==> src/rtl/freq_meter_pkg.sv <==
// Shared definitions for the gated frequency meter: FSM encoding and board defaults.
package freq_meter_pkg;

    typedef enum logic [1:0] {
        IDLE  = 2'd0,
        GATE  = 2'd1,
        LATCH = 2'd2
    } state_t;

    // One-second gate on the 100 MHz board clock.
    localparam int DEFAULT_GATE_CYCLES = 100_000_000;

endpackage

==> src/rtl/edge_sync.sv <==
// Synchronizes an asynchronous input and flags its rising edges in the clk domain.
module edge_sync #(
    parameter int SYNC_STAGES = 2
) (
    input  logic clk,
    input  logic rst_n,
    input  logic async_in,
    output logic rise
);

    logic [SYNC_STAGES-1:0] sync_r;
    logic                   hist_r;

    // Synchronizer chain followed by a one-cycle history flop.
    always_ff @(posedge clk) begin
        if (!rst_n) begin
            sync_r <= '0;
            hist_r <= 1'b0;
        end else begin
            sync_r <= {sync_r[SYNC_STAGES-2:0], async_in};
            hist_r <= sync_r[SYNC_STAGES-1];
        end
    end

    assign rise = sync_r[SYNC_STAGES-1] & ~hist_r;

endmodule

==> src/rtl/freq_meter.sv <==
// Gated frequency counter: counts sig_in rising edges over GATE_CYCLES clocks and latches the result.
module freq_meter
    import freq_meter_pkg::*;
#(
    parameter int GATE_CYCLES = DEFAULT_GATE_CYCLES,
    parameter int CNT_W       = 32,
    parameter int SYNC_STAGES = 2
) (
    input  logic             clk,
    input  logic             rst_n,
    input  logic             sig_in,
    input  logic             start,
    input  logic             continuous,
    output logic [CNT_W-1:0] freq,
    output logic             freq_valid,
    output logic             busy,
    output logic             overflow
);

    localparam int                GW        = $clog2(GATE_CYCLES);
    localparam logic [GW-1:0]     GATE_LAST = GW'(GATE_CYCLES - 1);
    localparam logic [CNT_W-1:0]  CNT_MAX   = {CNT_W{1'b1}};

    state_t            state_r;
    state_t            state_s;
    logic              launch_s;
    logic              rise_s;
    logic [GW-1:0]     gate_cnt_r;
    logic [CNT_W-1:0]  edge_cnt_r;
    logic              sat_r;
    logic [CNT_W-1:0]  freq_r;
    logic              freq_valid_r;
    logic              busy_r;
    logic              overflow_r;

    edge_sync #(
        .SYNC_STAGES(SYNC_STAGES)
    ) u_edge_sync (
        .clk     (clk),
        .rst_n   (rst_n),
        .async_in(sig_in),
        .rise    (rise_s)
    );

    // State register.
    always_ff @(posedge clk) begin
        if (!rst_n) begin
            state_r <= IDLE;
        end else begin
            state_r <= state_s;
        end
    end

    // Next-state logic; launch_s marks every entry into a fresh window.
    always_comb begin
        state_s  = state_r;
        launch_s = 1'b0;
        case (state_r)
            IDLE: begin
                if (start || continuous) begin
                    state_s  = GATE;
                    launch_s = 1'b1;
                end else begin
                    state_s  = IDLE;
                end
            end
            GATE: begin
                if (gate_cnt_r == GATE_LAST) begin
                    state_s = LATCH;
                end else begin
                    state_s = GATE;
                end
            end
            LATCH: begin
                if (start || continuous) begin
                    state_s  = GATE;
                    launch_s = 1'b1;
                end else begin
                    state_s  = IDLE;
                end
            end
            default: begin
                state_s = IDLE;
            end
        endcase
    end

    // Gate and edge counters; sat records a rise lost at full scale.
    always_ff @(posedge clk) begin
        if (!rst_n) begin
            gate_cnt_r <= '0;
            edge_cnt_r <= '0;
            sat_r      <= 1'b0;
        end else if (launch_s) begin
            gate_cnt_r <= '0;
            edge_cnt_r <= '0;
            sat_r      <= 1'b0;
        end else if (state_r == GATE) begin
            if (gate_cnt_r != GATE_LAST) begin
                gate_cnt_r <= gate_cnt_r + GW'(1);
            end else begin
                gate_cnt_r <= gate_cnt_r;
            end
            if (rise_s && (edge_cnt_r == CNT_MAX)) begin
                sat_r <= 1'b1;
            end else if (rise_s) begin
                edge_cnt_r <= edge_cnt_r + CNT_W'(1);
            end else begin
                edge_cnt_r <= edge_cnt_r;
            end
        end else begin
            gate_cnt_r <= gate_cnt_r;
        end
    end

    // Registered outputs; the result is published on the edge that ends LATCH.
    always_ff @(posedge clk) begin
        if (!rst_n) begin
            freq_r       <= '0;
            freq_valid_r <= 1'b0;
            busy_r       <= 1'b0;
            overflow_r   <= 1'b0;
        end else begin
            freq_valid_r <= (state_r == LATCH);
            busy_r       <= (state_s == GATE);
            if (state_r == LATCH) begin
                freq_r     <= edge_cnt_r;
                overflow_r <= sat_r;
            end else begin
                freq_r     <= freq_r;
                overflow_r <= overflow_r;
            end
        end
    end

    assign freq       = freq_r;
    assign freq_valid = freq_valid_r;
    assign busy       = busy_r;
    assign overflow   = overflow_r;

endmodule
==> config.mk <==
export PLATFORM = sky130hd
export DESIGN_NAME = freq_meter
export DESIGN_NICKNAME = d
export VERILOG_FILES = /design/src/rtl/freq_meter_pkg.sv /design/src/rtl/edge_sync.sv /design/src/rtl/freq_meter.sv
export SDC_FILE = /design/constraint.sdc
export NUM_CORES = 1
export LEC_CHECK = 0
export CORE_ASPECT_RATIO = 0.5
export CORE_MARGIN = 2
export CORE_UTILIZATION = 25
export CTS_CLUSTER_DIAMETER = 40
export DETAILED_ROUTE_END_ITERATION = 8
export MAX_ROUTING_LAYER = met4
export PLACE_DENSITY_LB_ADDON = 0.1
export SKIP_LAST_GASP = 1
export SYNTH_ARGS = -nofsm -noshare
export SYNTH_HDL_FRONTEND = slang
export SYNTH_SLANG_ARGS = --single-unit
==> constraint.sdc <==
create_clock -name clk -period 1.7 [get_ports clk]
set_input_delay 0.51 -clock clk [delete_from_list [all_inputs] [get_ports clk]]
set_output_delay 0.51 -clock clk [all_outputs]
set_load 0.05 [all_outputs]
==> results.json <==
{
  "status": "finished with violations",
  "violations": "negative setup slack",
  "synth-edff-count": 0,
  "finalCriticalPeriod_ns": 1.81,
  "max_stage_delay_ns": 0.39,
  "drt_first_iter_violations": 186,
  "vias_per_cell": 4.59,
  "antenna_found_initial": 0,
  "rsz0062_at_grt": "yes",
  "drtAntennaViolNets": 0,
  "wire_per_inst_um": 13.1,
  "maxSlewViolCount": 0,
  "critPathMaxFanout": 8,
  "syn-num-nets": 536,
  "crit_path_top_delay_cell": "a311o_2",
  "synth_ff_type": "dfxtp_1",
  "avgSynthCellArea_um2": 8.40,
  "root_buffer": "clkbuf_16",
  "cp_data_arrival_time_ns": 2.09,
  "synth_seq_cells": 100,
  "totalWireLength_um": 12100,
  "cp-start-kind": "flip-flop",
  "setup-tns-final_ns": -1.07,
  "synth-warning-count": 0,
  "stdcell_count": 921,
  "fin_util_pct": 41.2,
  "hpwl_um": 8420,
  "start_util_pct": 25.6,
  "vias": 4226,
  "worst_pin_slew_ns": 0.318,
  "cp_data_required_time_ns": 1.98,
  "crit_path_end_kind": "flip-flop",
  "cts_sinks": 100,
  "grt_pass1_wl_um": 20300,
  "grt_max_degree": 35,
  "drc_errors": 0,
  "crit_chain": "nor4bb_4 > buf_4 > nand3_4 > a311o_2 > or3_1 > a21oi_1",
  "grt_pass1_vias": 4055,
  "numCtsBuffers": 9,
  "die_area_mm2": 0.0189,
  "synth.area.top_cells": "dfxtp_1 45%, nand2_1 8.4%, a21boi_0 5.6%",
  "fillers": 1738,
  "clock_latency_ns": 0.34,
  "placementRows": 34,
  "coreArea_mm2": 0.0174,
  "antenna_cells": 0,
  "placed_cells": 886,
  "max_cap_violations": 0,
  "p_leak_nw": 2.62,
  "die_w_um": 193,
  "cts_tree": "yes",
  "clock_skew_ns": 0.00785,
  "io_pins": 40,
  "synthArstFlopShare_pct": 0,
  "drive_above_1_share_pct": 39.0,
  "htreeDepth": 3,
  "synthCells": 529,
  "hold_class": "reg -> reg",
  "relSlewSlack_pct": 78.7,
  "power.density_mw_per_mm2": 659,
  "crit_buf_inv": 1,
  "post-route-period-util_pct": 107,
  "synth_cell_type_count": 51,
  "setup_viol": 25,
  "fmax_ghz": 0.552,
  "firstDrtPassIters": 4,
  "grt_overflow": 0,
  "die_h_um": 98.3,
  "track_usage_pct": 13.7,
  "setup_ws_ns": -0.113,
  "syn_to_final_growth_pct": 61.4,
  "nets": 690,
  "place_congestion": 0.745,
  "ctsLongestPathBuffers": 2,
  "finalHoldViolations": 0,
  "yosysTopAreaCell": "dfxtp_1",
  "clk_pin_slew_ns": 0.07,
  "synth_top_area_share_pct": 45.0,
  "peakVddDrop_v": 0.000440,
  "critical_path.top_delay_family": "simple AND/OR/NAND/NOR gates",
  "worst-setup-path-type": "reg -> reg",
  "yosysSeqAreaShare_pct": 45.0,
  "cts_hold_buf": 0,
  "port_buffers": 39,
  "synthesis.area_mm2": 0.00445
}
[worst paths after layout]
kind,from,to,slack (ns),depth (start not counted)
max reg2reg,state_r[0],edge_cnt_r[17],-0.11,6
min reg2reg,u_edge_sync.sync_r[0],u_edge_sync.sync_r[1],0.44,1
min,u_edge_sync.sync_r[0],u_edge_sync.sync_r[1],0.44,1
max,state_r[0],edge_cnt_r[17],-0.11,6
[layout make-up]
cell class	count	area, µm²	share of cell area [%]
flip-flops and latches	100	2030	28.2
multi-input cells	395	2670	37.2
clock buffers	10	239	3.33
repair buffers	174	1870	26.1
clock inverters	5	61.3	0.854
well taps	234	293	4.08
inverters	3	11.3	0.157
[report_power, final]
group / total, mW / internal [mW] / switching (mW)
combinational: 0.249 / 0.127 / 0.122
clock: 2.12 / 1.18 / 0.942
sequential: 2.36 / 2.35 / 0.00812
[cell usage after synthesis, types with 3 or more instances]
cell,count
o211ai_1,3
nand3_1,20
a21oi_1,33
dfxtp_1,100
xnor2_1,7
or4_1,7
nor2_1,25
nand3b_1,3
nand2b_1,3
a41o_1,4
or3_1,26
o31ai_1,3
a31o_2,3
a21boi_0,33
inv_1,3
a31oi_1,5
and2_1,13
o21ai_0,32
and3_1,10
and4_1,15
nor4_1,3
buf_2,3
nand2_1,99
nand4_1,14
clkbuf_1,25
xor2_1,7
[timing repair]
item / in CTS / in global routing
setup endpoints to repair: 53 / 54
cloned: 0 / 2
resized for setup: 36 / 74
pin swaps: 19 / 42
setup buffers: 7 / 13
[cells in the final DEF, fill, tap and decap left out, types with 3 or more instances in the layout]
cell type / synthesis / final
and2_1: 13 / 10
o21ai_0: 32 / 30
buf_4: 1 / 111
o211ai_1: 3 / 3
a21boi_0: 33 / 33
and3_4: 0 / 3
clkinvlp_4: 0 / 3
nor2_1: 25 / 24
clkbuf_16: 0 / 9
nand3_2: 0 / 4
a41o_1: 4 / 4
and2_4: 0 / 3
inv_1: 3 / 3
xor2_1: 7 / 6
a21oi_1: 33 / 26
nand4_1: 14 / 14
a21oi_2: 0 / 6
and3_1: 10 / 6
or3_1: 26 / 24
dfxtp_1: 100 / 84
xnor2_1: 7 / 5
nand3b_1: 3 / 3
buf_6: 2 / 16
and4_1: 15 / 4
nand2_1: 99 / 97
a31oi_1: 5 / 5
nand3_1: 20 / 15
buf_12: 0 / 39
or4_1: 7 / 6
and4_4: 1 / 12
clkdlybuf4s50_1: 0 / 4
dfxtp_2: 0 / 14
[metrics by stage]
| step | worst slack [ns] | hold WS (ns) | power (mW) | instance area, µm² |
|---|---|---|---|---|
| 2_1_floorplan | -0.105 | 0.412 | 2.50 | 4500 |
| 3_3_place_gp | -0.393 | 0.425 | 2.63 | 6310 |
| 3_5_place_dp | -0.410 | 0.433 | 2.63 | 6310 |
| 4_1_cts | -0.116 | 0.443 | 4.79 | 6790 |
| 5_1_grt | -0.208 | 0.465 | 4.92 | 7180 |
| 6_report | -0.113 | 0.436 | 4.73 | 7180 |
[kinds of logic (layout without fill, tap and decap cells)]
family | Yosys count | after routing | share of synthesized area, %
mux | 1 | 1 | 0.225
flops | 100 | 100 | 45.0
buf+inv | 34 | 192 | 3.38
fa+ha+maj | 2 | 2 | 0.563
compound gates | 129 | 129 | 18.8
simple gates | 249 | 249 | 29.2
xor+xnor | 14 | 14 | 2.76
[state kept, by name, indices dropped and copies added (netlist names)]
name / flops
u_edge_sync.hist_r: 1
freq: 32
sat_r: 1
freq_valid: 1
overflow: 1
gate_cnt_r: 27
u_edge_sync.sync_r: 2
edge_cnt_r: 32
state_r: 2
busy: 1
[metal layers]
metal	track usage (%)	share of wire, %
met5	-	0
met4	2.99	0.64
met3	3.06	2.3
met2	20.7	46
met1	18.6	51
(Power assumes the default switching activity.)
